$ cat config.mk
export PLATFORM = sky130hd
export DESIGN_NAME = buffer_reader
export DESIGN_NICKNAME = d
export VERILOG_FILES = /design/src/rtl/buffer_reader.sv
export SDC_FILE = /design/constraint.sdc
export NUM_CORES = 1
export LEC_CHECK = 0
export ABC_AREA = 1
export CAP_MARGIN = 20
export CORE_ASPECT_RATIO = 1.5
export CORE_UTILIZATION = 50
export CTS_CLUSTER_SIZE = 20
export DETAILED_ROUTE_END_ITERATION = 6
export PLACE_DENSITY_LB_ADDON = 0.2
export SLEW_MARGIN = 20
export SYNTH_ARGS = -nofsm -noshare
export SYNTH_HDL_FRONTEND = slang
export SYNTH_SLANG_ARGS = --single-unit
$ cat constraint.sdc
create_clock -name clk -period 5.28 [get_ports clk]
set_input_delay 0.792 -clock clk [delete_from_list [all_inputs] [get_ports clk]]
set_output_delay 0.792 -clock clk [all_outputs]
set_load 0.02 [all_outputs]
$ cat src/rtl/buffer_reader.sv
// Read-side controller for a multichannel circular-buffer RAM: round-robin issue,
// read-latency absorption into a small output FIFO, and released read pointers.
module buffer_reader #(
  parameter int unsigned DATA_WIDTH = 32,
  parameter int unsigned ADDR_WIDTH = 10,
  parameter int unsigned NUM_CH     = 4,
  parameter int unsigned OBUF_DEPTH = 4,
  localparam int unsigned CH_BITS   = $clog2(NUM_CH),
  localparam int unsigned PW        = ADDR_WIDTH - CH_BITS + 1
) (
  input  logic                   clk,
  input  logic                   rst,
  input  logic [NUM_CH*PW-1:0]   wr_ptr_i,
  output logic [NUM_CH*PW-1:0]   rd_ptr_o,
  output logic [ADDR_WIDTH-1:0]  rd_addr,
  input  logic [DATA_WIDTH-1:0]  rd_data,
  output logic                   m_valid,
  input  logic                   m_ready,
  output logic [DATA_WIDTH-1:0]  m_data,
  output logic [CH_BITS-1:0]     m_chan
);

  localparam int unsigned IDX_W = $clog2(OBUF_DEPTH);
  localparam int unsigned CNT_W = $clog2(OBUF_DEPTH + 1);
  localparam int unsigned OCC_W = CNT_W + 2;

  logic [PW-1:0]         r_issue_ptr [NUM_CH];
  logic [PW-1:0]         r_rel_ptr   [NUM_CH];
  logic [CH_BITS-1:0]    r_rr;
  logic                  r_s1_vld, r_s2_vld;
  logic [CH_BITS-1:0]    r_s1_ch, r_s2_ch;
  logic [DATA_WIDTH-1:0] r_mem_data [OBUF_DEPTH];
  logic [CH_BITS-1:0]    r_mem_ch   [OBUF_DEPTH];
  logic [IDX_W-1:0]      r_wr_idx, r_rd_idx;
  logic [CNT_W-1:0]      r_count;

  logic [NUM_CH-1:0]     w_nonempty;
  logic                  w_found;
  logic [CH_BITS-1:0]    w_grant;
  logic [CH_BITS-1:0]    w_cand;
  logic [OCC_W-1:0]      w_occ;
  logic                  w_issue;
  logic                  w_push;
  logic                  w_pop;

  function automatic logic [IDX_W-1:0] f_next(input logic [IDX_W-1:0] idx);
    return (idx == IDX_W'(OBUF_DEPTH - 1)) ? '0 : idx + IDX_W'(1);
  endfunction

  always_comb begin
    for (int c = 0; c < NUM_CH; c++) begin
      w_nonempty[c] = wr_ptr_i[c*PW +: PW] != r_issue_ptr[c];
    end
  end

  // Round-robin search starts one past the last granted channel.
  always_comb begin
    w_found = 1'b0;
    w_grant = '0;
    w_cand  = '0;
    for (int i = 1; i <= NUM_CH; i++) begin
      w_cand = r_rr + CH_BITS'(i);
      if (!w_found && w_nonempty[w_cand]) begin
        w_found = 1'b1;
        w_grant = w_cand;
      end
    end
  end

  // Words in flight reserve FIFO space; a same-cycle pop gives no credit.
  assign w_occ   = OCC_W'(r_count) + OCC_W'(r_s1_vld) + OCC_W'(r_s2_vld);
  assign w_issue = w_found && (w_occ < OCC_W'(OBUF_DEPTH));
  assign w_push  = r_s2_vld;
  assign w_pop   = m_valid && m_ready;

  assign m_valid = (r_count != '0);
  assign m_data  = r_mem_data[r_rd_idx];
  assign m_chan  = r_mem_ch[r_rd_idx];

  for (genvar c = 0; c < NUM_CH; c++) begin : g_rd_ptr
    assign rd_ptr_o[c*PW +: PW] = r_rel_ptr[c];
  end

  always_ff @(posedge clk) begin
    if (rst) begin
      for (int c = 0; c < NUM_CH; c++) begin
        r_issue_ptr[c] <= '0;
        r_rel_ptr[c]   <= '0;
      end
      for (int i = 0; i < OBUF_DEPTH; i++) begin
        r_mem_data[i] <= '0;
        r_mem_ch[i]   <= '0;
      end
      r_rr     <= '0;
      rd_addr  <= '0;
      r_s1_vld <= 1'b0;
      r_s1_ch  <= '0;
      r_s2_vld <= 1'b0;
      r_s2_ch  <= '0;
      r_wr_idx <= '0;
      r_rd_idx <= '0;
      r_count  <= '0;
    end else begin
      if (w_issue) begin
        rd_addr              <= {w_grant, r_issue_ptr[w_grant][PW-2:0]};
        r_issue_ptr[w_grant] <= r_issue_ptr[w_grant] + PW'(1);
        r_rr                 <= w_grant;
      end
      r_s1_vld <= w_issue;
      r_s1_ch  <= w_grant;
      r_s2_vld <= r_s1_vld;
      r_s2_ch  <= r_s1_ch;
      // Release only once the RAM has registered the address.
      if (r_s1_vld) begin
        r_rel_ptr[r_s1_ch] <= r_rel_ptr[r_s1_ch] + PW'(1);
      end
      if (w_push) begin
        r_mem_data[r_wr_idx] <= rd_data;
        r_mem_ch[r_wr_idx]   <= r_s2_ch;
        r_wr_idx             <= f_next(r_wr_idx);
      end
      if (w_pop) begin
        r_rd_idx <= f_next(r_rd_idx);
      end
      if (w_push && !w_pop) begin
        r_count <= r_count + CNT_W'(1);
      end else if (!w_push && w_pop) begin
        r_count <= r_count - CNT_W'(1);
      end
    end
  end

endmodule

# Word level (Yosys, flattened, before mapping)
# Memories as Yosys holds them, arrays and structs flattened. A register that Yosys moved wholly into a read port is not among the register bits.
# Index checks and enable logic that the tools add are counted.
[totals]
register_bits = 25
latch_bits = 0
mem_bits_rw = 208
rom_bits = 0
input_bits = 71
output_inout_bits = 81
word_cells = 101
mem_count = 4
[memory_table]
columns = ["memory", "words", "word_bits", "read_ports", "rd_clocked_by_memory_dff", "wr", "line_no", "text"]
rows = [
  ["r_mem_data", 4, 32, 1, 1, 4, "32", "logic [DATA_WIDTH-1:0] r_mem_data [OBUF_DEPTH];"],
  ["r_issue_ptr", 4, 9, 5, 0, 4, "27", "logic [PW-1:0] r_issue_ptr [NUM_CH];"],
  ["r_rel_ptr", 4, 9, 5, 1, 4, "28", "logic [PW-1:0] r_rel_ptr [NUM_CH];"],
  ["r_mem_ch", 4, 2, 1, 1, 4, "33", "logic [CH_BITS-1:0] r_mem_ch [OBUF_DEPTH];"],
]
[classes]
addsub = 11
mul = 0
n_div = 0
order_cmp = 5
n_eq_ne = 6
n_shift = 0
n_mux = 48
bitwise_logic = 0
n_reduce_logical = 18
[op_table]
columns = ["cell", "count"]
rows = [
  ["9-bit inequality test", 4],
  ["2-bit two-way mux", 16],
  ["32-bit two-way mux", 1],
  ["32-bit OR reduction", 1],
  ["1-bit two-way mux", 23],
  ["9-bit by 1-bit adder with 9-bit output, second input constant", 2],
  ["9-bit two-way mux", 2],
  ["9-bit OR reduction", 2],
  ["2-bit by 3-bit less-than comparator with 1-bit output, second input constant", 4],
  ["1-bit binary-select mux with 2-bit select", 4],
  ["1-bit logical AND", 7],
  ["2-bit by 1-bit adder with 2-bit output, second input constant", 3],
  ["3-bit two-way mux", 2],
  ["4-bit by 1-bit adder with 5-bit output", 1],
  ["1-bit logical NOT", 5],
  ["5-bit by 3-bit less-than comparator with 1-bit output, second input constant", 1],
  ["2-bit adder, second input constant", 2],
  ["3-bit by 1-bit adder with 4-bit output", 1],
  ["2-bit == test, second input constant", 2],
  ["3-bit by 1-bit adder with 3-bit output, second input constant", 1],
  ["3-bit nonzero test", 1],
  ["3-bit by 1-bit subtractor with 3-bit output, second input constant", 1],
  ["2-bit nonzero test", 1],
  ["2-bit OR reduction", 1],
]

# Depth between registers and ports, before layout
# Gate-level depths: netlist (run 1).
[logic_depth]
word_depth = 19
ltp_mapped = 25
depth_no_buf = 25

# Worst setup path after synthesis (run 1)
# Ideal clock, no wire load.
[synth_timing]
path_type = "input-to-reg"
start = "in rst"
end = "mem r_mem_ch[3][0] (netlist bit) (enable)"
setup_time_ps = 426
t_arrival_ps = 2920
t_required_ps = 4854
path_slack_ps = 1934
cell_stages = 7
n_path_buf = 1
cell_sequence = "clkbuf_1 > nor2_1 > clkinv_1 > nor2_1 > inv_1 > nand2_1 > nor2_1"
[synth_lines]
columns = ["element", "line_no", "text"]
rows = [
  ["start, declared", "12", "input logic rst,"],
  ["end, declared", "33", ""],
]

==> impl_metrics.csv, run 1 <==
group,metric,value,unit
synth,ys_ff_latch,233,
worst_setup_path,crit_path_end,"r_issue_ptr[0][4]",
worst_setup_path,cp_cell_sequence,"clkdlybuf4s50_1, xnor2_1, nand3_1, nor2_1, nand3_1, nand3_1, nand2_1, nor2_4, nand3_2, nand2_4, nand2_4, inv_1, nand2_1, nand3_1, nand2_1, inv_1, ha_1, inv_1, nor2_2, inv_1, o21ai_1, nor2_1",
timing,clock.fmax,0.2545,GHz
floorplanning,die_y,183.1,um
worst_setup_path,r2r-start,"r_issue_ptr[3][0]",
timing,hold_viol,0,
synth,synth_cell_types,42,
floorplanning,core_area,0.02123,mm^2
worst_setup_path,ff2ff_setup_slack,1.60,ns
worst_setup_path,reg2reg_depth,23,
worst_hold_path,min_path_type,"reg2reg",
worst_setup_path,worstSetupPathType,"in2reg",
placement,io_buffer_count,151,
routing,antenna_left,0,
clocking,cts_resized,0,
pwr,power_density,560.6,mW/mm^2
global_routing,grt_start_max_net_pins,69,
worst_setup_path,path_depth,22,
worst_setup_path,worstPathMaxFanout,24,
worst_setup_path,worst_path_largest_cell_delay,0.49,ns
worst_setup_path,worstPathRequired,5.52,ns
routing,routed-via-count,8297,
global_routing,grtUsageTotal,24.04,%
synth,synth_cells,1127,
clocking,clkSinkCount,233,
timing,finClkSkew,0.01372,ns
routing,wirelength,26630,um
pwr,p_leak,5.364,nW
worst_setup_path,worst_setup_path_end_kind,"register",
flow_run,maxCapViolations,0,
cells_and_area,finish.instance_area,0.01338,mm^2
timing,setup_ws,1.350,ns
floorplanning,dieArea,0.02247,mm^2
floorplanning,start_util,51.49,%
worst_setup_path,r2r_end,"r_issue_ptr[0][4]",
routing,wl_per_cell,17.14,um
timing,rsz0062_at_grt,"no",
cells_and_area,drive_above_1_share,7.004,%
routing,drt-initial-drc-count,499,
timing,fin_crit,3.930,ns
floorplanning,die_x,122.7,um
run_status,outcome,"completed",
timing,finalSetupViolCount,0,
worst_setup_path,worstSetupStartpoint,"wr_ptr_i[21]",
timing,report.final.slew_viol_count,0,
cells_and_area,final_common_cell,"nor2_1",
clocking,cts_tree,"yes",
timing,tns,0,ns
global_routing,grt_pass1_wl,41430,um
synth,async_flop_share,0,%
worst_setup_path,crit_arrival,4.17,ns
clocking,clk_root_buffer_cell,"clkbuf_16",
placement,place_ws,0.9098,ns
pwr,peakVddDrop,0.3789,mV
cells_and_area,layout_common_cells,"nor2_1, edfxtp_1, clkdlybuf4s50_1",
placement,placed_area,0.01268,mm^2
timing,post-route-period-util,74.43,%
clocking,hold_buffers,0,
clocking,htreeDepth,1,
timing,slew_headroom,34.52,%
cells_and_area,synthToLayoutAreaGrowth,22.42,%
worst_setup_path,startpoint_type,"primary input",
clocking,clk_pin_slew_worst_paths,0.06,ns
routing,drcViolationCount,0,
routing,vias_per_cell,5.339,
floorplanning,io_pins,152,
worst_setup_path,crit_path_top_delay_cell,"clkdlybuf4s50_1",
pwr,total_power,7.500,mW
clocking,clock_latency,0.51,ns
timing,worst-slew-pin-transition,0.9787,ns
synth,synth_ff_type,"edfxtp_1",
cells_and_area,instances_no_fill,1554,
global_routing,grt.overflow.total,0,
global_routing,grt_pass1_vias,8252,
clocking,cts_buffer_depth,3,
placement,place_inst,1513,
placement,gp_congestion,0.9476,
floorplanning,num_rows,65,
global_routing,antenna_found_initial,1,
clocking,cts_buffers,22,
synth,ys_warn_count,0,
worst_setup_path,crit_buf_inv,5,
synth,ys_seq_area_share,61.73,%
synth,syn_area_per_cell,9.698,um^2
synth,syn_area,0.01093,mm^2
synth,syn_nets,1205,
clocking,cts_setup_buffers,0,
placement,dpl.hpwl,17510,um
routing,first_pass_iters,5,
synth,synth_edf_count,208,
worst_setup_path,crit_family,"simple AND/OR/NAND/NOR gates",
cells_and_area,fin_nets,1347,
==> report_power, final <==
part	switching (mW)	internal [mW]	total, mW	leakage, nW
registers	0.212	2.42	2.63	2.37
logic	2.16	1.16	3.33	2.65
clock network	0.666	0.878	1.54	0.349
total	3.04	4.46	7.50	5.36
==> final cells by class <==
class | count | area, um^2
fill | 1774 | 7848
sequential | 233 | 6748
multi-input combinational | 719 | 3501
timing repair buffer | 164 | 1609
clock buffer | 32 | 624.3
inverter | 129 | 485.5
tap | 268 | 335.3
clock inverter | 8 | 73.82
antenna | 1 | 2.502
==> Yosys cell counts (2+ instances only) <==
cell type / n / area [um^2]
a21oi_1: 8 / 40.04
a22o_1: 4 / 35.03
a22oi_1: 5 / 37.54
a31oi_1: 2 / 12.51
buf_2: 3 / 15.01
buf_4: 3 / 22.52
buf_6: 3 / 33.78
clkbuf_1: 37 / 138.9
clkinv_1: 2 / 7.510
dfxtp_1: 25 / 500.5
edfxtp_1: 208 / 6246
ha_1: 6 / 75.07
inv_1: 123 / 461.7
inv_2: 4 / 15.01
nand2_1: 114 / 427.9
nand2_2: 5 / 31.28
nand2_4: 4 / 45.04
nand3_1: 54 / 270.3
nand3_2: 6 / 60.06
nand3b_1: 6 / 45.04
nor2_1: 312 / 1171
nor2_2: 7 / 43.79
nor2_4: 2 / 22.52
nor3_1: 5 / 25.02
o21ai_0: 87 / 435.4
o21ai_1: 2 / 10.01
o22ai_1: 35 / 219.0
o31a_1: 4 / 35.03
or2_2: 5 / 31.28
xnor2_1: 34 / 297.8
==> how the worst min path moves through the flow <==
stage,start,endpoint,slack (ns),cells past startpoint
6_report,rd_addr[4],rd_addr[4],0.47,2
5_1_grt,rd_addr[4],rd_addr[4],0.49,2
4_1_cts,rd_addr[7],rd_addr[7],0.47,2
3_5_place_dp,rd_addr[7],rd_addr[7],0.45,2
3_3_place_gp,rd_addr[7],rd_addr[7],0.45,2
2_1_floorplan,r_count[2],r_count[2],0.46,2
==> kinds of logic after synthesis <==
family,count (synthesis),share of synthesized area [%]
simple gates,522,20.03
fa+ha+maj,7,0.8701
xor+xnor,34,2.725
compound gates,156,8.289
flops,233,61.73
buf+inv,175,6.354
==> per-layer routing <==
metal	track usage, %	share of wire, %
met3	3.296	5.6
met4	9.561	3.5
met1	27.21	38
met2	44.63	53
met5	0	0
==> per-stage QoR <==
stage / utilization, % / hold WS [ns]
finish: 63.03 / 0.4651
global route: 63.02 / 0.4861
CTS: 63.01 / 0.4679
detailed placement: 59.72 / 0.4521
global placement: 59.72 / 0.4502
floorplan: - / 0.4635
==> worst register-to-register path: cells and delay by family, from the launching register on <==
| kind | cells | cell delay, ns |
|---|---|---|
| AOI/OAI and AO/OA | 1 | 0.30 |
| adders and majority gates | 1 | 0.19 |
| buffers and inverters | 5 | 0.52 |
| DFF | 1 | 0.47 |
| and+or+nand+nor | 16 | 1.95 |
==> flip-flops by register name (all words and copies together) (netlist names), named ones only <==
| signal | flops |
|---|---|
| r_rel_ptr | 36 |
| r_s2_ch | 2 |
| r_s1_vld | 1 |
| r_count | 3 |
| rd_addr | 10 |
| r_mem_data | 128 |
| r_mem_ch | 8 |
| r_s1_ch | 2 |
| r_rd_idx | 2 |
| r_s2_vld | 1 |
| r_issue_ptr | 36 |
| r_wr_idx | 2 |
No activity file was read; power rests on OpenSTA's default activity.
==> run 2, diff against run 1 <==
clock period = 3.28 ns   (was 5.28 ns; I/O delays follow)
==> impl_metrics.csv, run 2 (synthesis gave the netlist of run 1 again) <==
group,metric,value,unit
placement,placed_area,0.01314,mm^2
worst_setup_path,worstPathRequired,3.54,ns
placement,place_inst,1566,
timing,report.final.slew_viol_count,0,
floorplanning,start_util,51.49,%
pwr,clock_power_share,20.2,%
pwr,power_density,961.2,mW/mm^2
global_routing,grt_pass1_wl,42850,um
clocking,hold_buffers,0,
pwr,swShare,38.81,%
placement,dpl.hpwl,18370,um
global_routing,grt.overflow.total,0,
worst_hold_path,hold_start,"rd_addr[4]",
routing,drt-initial-drc-count,467,
cells_and_area,synthToLayoutAreaGrowth,28.46,%
cells_and_area,final_common_cell,"nor2_1",
clocking,cts_tree,"yes",
worst_setup_path,startpoint_type,"register",
global_routing,grt_pass1_vias,8584,
pwr,p_leak,5.690,nW
routing,first_pass_iters,5,
timing,hold_viol,0,
cells_and_area,reg.largest.list,"r_mem_data: 128 flops, r_issue_ptr: 36 flops, r_rel_ptr: 36 flops",
routing,wl_per_cell,17.06,um
worst_setup_path,crit_family,"simple AND/OR/NAND/NOR gates",
flow_run,maxCapViolations,0,
worst_setup_path,crit_buf_inv,3,
worst_setup_path,cpMostUsedCell,"nand3_1",
pwr,p_comb_share,48.1,%
clocking,clock_latency,0.50,ns
clocking,cts_buffer_depth,3,
floorplanning,dieArea,0.02247,mm^2
cells_and_area,finish.instance_area,0.01404,mm^2
clocking,htreeDepth,1,
clocking,cts_buffers,22,
placement,io_buffer_count,151,
worst_setup_path,worstSetupStartpoint,"r_issue_ptr[3][1]",
cells_and_area,largest_register_ffs,128,
routing,routed-via-count,8553,
floorplanning,core_area,0.02123,mm^2
pwr,p_sw,5.237,mW
timing,tns,0,ns
cells_and_area,fin_nets,1402,
global_routing,antenna_found_initial,1,
worst_setup_path,cp_cell_sequence,"xnor2_1, nand3_1, nor2_4, nand3_1, nand3_1, nand2_1, a21oi_2, nand2_2, nand2_4, buf_4, nand2_1, nand3_1, nand2_4, buf_4, xnor2_1, buf_4, nor2_1",
global_routing,grtUsageTotal,24.93,%
pwr,seq_power_share,31.7,%
worst_setup_path,r2r-start,"r_issue_ptr[3][1]",
pwr,total_power,13.49,mW
run_status,outcome,"completed",
global_routing,grt_start_max_net_pins,35,
clocking,clk_pin_slew_worst_paths,0.06,ns
floorplanning,die_x,122.7,um
floorplanning,io_pins,152,
worst_setup_path,worst_setup_path_end_kind,"register",
clocking,clk_root_buffer_cell,"clkbuf_16",
cells_and_area,instances_no_fill,1606,
clocking,clkSinkCount,233,
worst_setup_path,crit_path_top_delay_cell,"edfxtp_1",
floorplanning,num_rows,65,
pwr,p_int,8.257,mW
pwr,peakVddDrop,0.8661,mV
worst_setup_path,worstSetupPathType,"reg2reg",
worst_setup_path,worst_path_largest_cell_delay,0.48,ns
floorplanning,die_y,183.1,um
timing,post-route-period-util,97.26,%
cells_and_area,regMostFlops,"r_mem_data",
worst_setup_path,worstPathMaxFanout,9,
routing,wirelength,27400,um
placement,gp_congestion,0.9094,
timing,worst-slew-pin-transition,0.5461,ns
timing,finalSetupViolCount,0,
cells_and_area,layout_common_cells,"nor2_1, edfxtp_1, clkdlybuf4s50_1",
timing,clock.fmax,0.3135,GHz
timing,fin_hold_ws,0.4502,ns
timing,fin_crit,3.190,ns
routing,drcViolationCount,0,
worst_setup_path,crit_arrival,3.45,ns
routing,antenna_left,0,
worst_hold_path,min_path_type,"reg2reg",
timing,slew_headroom,63.60,%
timing,finClkSkew,0.004695,ns
cells_and_area,drive_above_1_share,11.97,%
cells_and_area,nFillCells,1714,
routing,vias_per_cell,5.326,
run 2: cell types whose count changed in the layout (fill, tap and decap cells not counted), sizes merged:
cell and change:
clkinv -4, clkbuf -3, bufinv +4, buf +55
run 2: area by class of cell:
class / count / area, um^2 / share of cell area, %
clock buffers: 29 / 606.8 / 4.322
clock inverters: 8 / 173.9 / 1.239
inverters: 129 / 484.2 / 3.449
well taps: 268 / 335.3 / 2.388
diodes: 1 / 2.502 / 0.01782
multi-input cells: 719 / 3601 / 25.65
flip-flops and latches: 233 / 6748 / 48.06
repair buffers: 219 / 2088 / 14.87
run 2: layer usage:
| metal | up-vias | GRT usage (%) | part of all wire [%] |
|---|---|---|---|
| li1 | 4137 | - | - |
| met1 | 4102 | 27.90 | 37 |
| met2 | 258 | 46.49 | 54 |
| met3 | 56 | 3.949 | 6.1 |
| met4 | 0 | 9.317 | 2.7 |
| met5 | - | 0 | 0 |
run 2: path summary, 6_finish.rpt:
check,depth (start not counted),slack [ns],to
hold / removal,2,0.45,rd_addr[4]
hold reg to reg,2,0.45,rd_addr[4]
setup / recovery,17,0.09,r_issue_ptr[1][3]
setup reg to reg,17,0.09,r_issue_ptr[1][3]
run 2: power groups by stage:
stage	registers, mW	logic (mW)	clock network [mW]
6_report	4.27	6.49	2.73
5_1_grt	4.33	7.06	2.88
4_1_cts	4.27	6.29	2.77
3_5_place_dp	4.33	6.24	0
3_3_place_gp	4.32	6.17	0
2_1_floorplan	4.28	3.50	0
run 2: through the flow:
stage                     utilization (%)  worst slack, ns
final                               66.14          0.08985
after global routing                66.13         -0.09611
after CTS                           65.59          0.07546
after detailed placement            61.89          -0.4185
after global placement              61.89          -0.3504
after floorplan                         -           0.2345
run 2: what timing repair did:
action / in CTS / in global routing
setup buffers: 0 / 2
resized for setup: 1 / 26
pin swaps: 0 / 5
setup endpoints to repair: 3 / 32
run 2: worst min-delay path, cell delays in order, from the launching register on:
cell and delay [ns]:
dfxtp_1 0.31, nand2_1 0.06, nand2_1 0.04
==> run 3, diff against run 2 <==
ABC_CLOCK_PERIOD_IN_PS = 3280   (was unset)
PLACE_DENSITY = 0.77   (was unset)
PLACE_DENSITY_LB_ADDON = unset   (was 0.2)
SLEW_MARGIN = unset   (was 20)
==> impl_metrics.csv, run 3 (synthesis gave the netlist of run 1 again) <==
group,metric,value,unit
cells_and_area,layout_common_cells,"nor2_1, edfxtp_1, clkdlybuf4s50_1",
floorplanning,num_rows,65,
timing,hold_viol,0,
cells_and_area,nFillCells,1645,
worst_setup_path,worst_setup_path_end_kind,"register",
clocking,clkSinkCount,233,
global_routing,grtUsageTotal,25.31,%
routing,drcViolationCount,0,
worst_hold_path,whs_path_depth,2,
clocking,cts_buffer_depth,3,
timing,post-route-period-util,92.71,%
floorplanning,die_y,183.1,um
worst_setup_path,worstSetupStartpoint,"r_issue_ptr[3][8]",
worst_setup_path,worstSetupPathType,"reg2reg",
clocking,clk_root_buffer_cell,"clkbuf_16",
timing,finalSetupViolCount,0,
cells_and_area,largest_register_ffs,128,
clocking,cts_buffers,22,
cells_and_area,instances_no_fill,1616,
global_routing,grtUsageMet2,46.43,%
worst_setup_path,worstPathMaxFanout,6,
global_routing,grt_start_max_net_pins,47,
global_routing,use_met3,3.141,%
cells_and_area,post-route-util,66.12,%
clocking,cts_tree,"yes",
pwr,total_power,13.21,mW
worst_hold_path,hold_end,"rd_addr[7]",
worst_setup_path,r2r_end,"r_issue_ptr[1][2]",
flow_run,maxCapViolations,0,
worst_setup_path,worstPathRequired,3.52,ns
routing,wl_per_cell,17.18,um
worst_setup_path,r2r-start,"r_issue_ptr[3][8]",
clocking,htreeDepth,1,
routing,routed-via-count,8616,
routing,first_pass_iters,4,
worst_setup_path,startpoint_type,"register",
placement,io_buffer_count,151,
routing,drt-initial-drc-count,663,
cells_and_area,regMostFlops,"r_mem_data",
floorplanning,dieArea,0.02247,mm^2
global_routing,grt_pass1_wl,43480,um
timing,worst-slew-pin-transition,0.4703,ns
pwr,power_density,941.1,mW/mm^2
cells_and_area,reg.largest.list,"r_mem_data: 128 flops, r_issue_ptr: 36 flops, r_rel_ptr: 36 flops",
placement,gp_congestion,0.9758,
floorplanning,start_util,51.49,%
timing,report.final.slew_viol_count,0,
placement,place_inst,1572,
timing,finClkSkew,0.01161,ns
floorplanning,io_pins,152,
clocking,clock_latency,0.50,ns
pwr,p_leak,5.714,nW
worst_setup_path,reg2reg_depth,17,
cells_and_area,fin_nets,1410,
timing,tns,0,ns
worst_hold_path,min_path_type,"reg2reg",
cells_and_area,diodes,0,
timing,fin_crit,3.041,ns
placement,dpl.hpwl,19400,um
timing,fin_hold_ws,0.4612,ns
global_routing,grt.overflow.total,0,
worst_setup_path,ff2ff_setup_slack,0.24,ns
cells_and_area,synthToLayoutAreaGrowth,28.41,%
global_routing,grt_pass1_vias,8553,
cells_and_area,drive_above_1_share,12.02,%
timing,clock.fmax,0.3289,GHz
worst_setup_path,crit_arrival,3.29,ns
run_status,outcome,"completed",
floorplanning,die_x,122.7,um
routing,vias_per_cell,5.332,
global_routing,antenna_found_initial,1,
routing,antenna_left,0,
worst_hold_path,hold_start,"rd_addr[7]",
floorplanning,core_area,0.02123,mm^2
pwr,peakVddDrop,0.7150,mV
routing,wirelength,27770,um
cells_and_area,final_common_cell,"nor2_1",
global_routing,busiest_layer,"met2",
timing,slew_headroom,68.64,%
clocking,clk_pin_slew_worst_paths,0.06,ns
global_routing,use_met1,28.18,%
==> run 3: cell types whose count changed in the layout (fill, tap and decap cells not counted), moves of 2 or more <==
cell	before	now
clkinv_2	0	3
nor2_2	9	11
clkbuf_8	3	1
nor2_4	7	5
buf_4	62	67
clkbuf_1	4	7
bufinv_16	5	2
nand2_1	109	111
nand2_2	10	8
buf_12	5	9
==> run 3: through the flow <==
| step | cell area (um^2) | setup slack [ns] |
|---|---|---|
| floorplan | 10930 | 0.2345 |
| global placement | 13230 | -0.2442 |
| detailed placement | 13230 | -0.3577 |
| CTS | 13940 | 0.04695 |
| global route | 14030 | -0.01281 |
| finish | 14030 | 0.2392 |
==> run 3: worst max-delay path by stage <==
stage | to | slack [ns] | depth (start not counted)
floorplan | r_mem_ch[3][0] | 0.23 | 7
global placement | r_issue_ptr[1][4] | -0.24 | 19
detailed placement | r_issue_ptr[2][4] | -0.36 | 22
CTS | r_issue_ptr[2][4] | 0.05 | 21
global route | r_issue_ptr[1][2] | -0.01 | 21
finish | r_issue_ptr[1][2] | 0.24 | 17
==> run 3: area by class of cell <==
cell class	count	area [um^2]	area share [%]
Timing Repair Buffer	227	2195	15.64
Clock buffer	31	615.6	4.386
Clock inverter	9	93.84	0.6686
Inverter	129	484.2	3.450
Multi-Input combinational cell	719	3563	25.39
Tap cell	268	335.3	2.389
Sequential cell	233	6748	48.08
==> run 3: per-layer routing <==
metal  wire length, um  vias to the layer above  share of wire [%]
li1                  -                     4149                  -
met1             10010                     4079                 36
met5                12                        -              0.043
met3              1516                       79                5.5
met2             14960                      307                 54
met4              1268                        2                4.6
==> run 3: what timing repair did <==
action	in CTS	in global routing
setup buffers	0	4
hold endpoints to repair	0	0
resized for setup	0	17
setup endpoints to repair	0	28
hold buffers	0	0
==> run 3: report_power, final <==
part | switching (mW) | internal [mW]
sequential | 0.359 | 3.89
combinational | 3.84 | 2.62
clock | 1.03 | 1.47
==> run 3: critical path, stage by stage (launching register included) <==
cell	delay (ns)
edfxtp_1	0.45
xnor2_1	0.18
nand2_1	0.09
nor2_2	0.21
nand3_2	0.13
nand3_2	0.11
nand2_1	0.09
nor2_4	0.15
nand3_1	0.15
a21oi_4	0.22
buf_4	0.18
nand3_1	0.08
nand2_1	0.14
inv_1	0.11
nor2_4	0.16
inv_1	0.08
nand3b_1	0.20
nor2_1	0.08
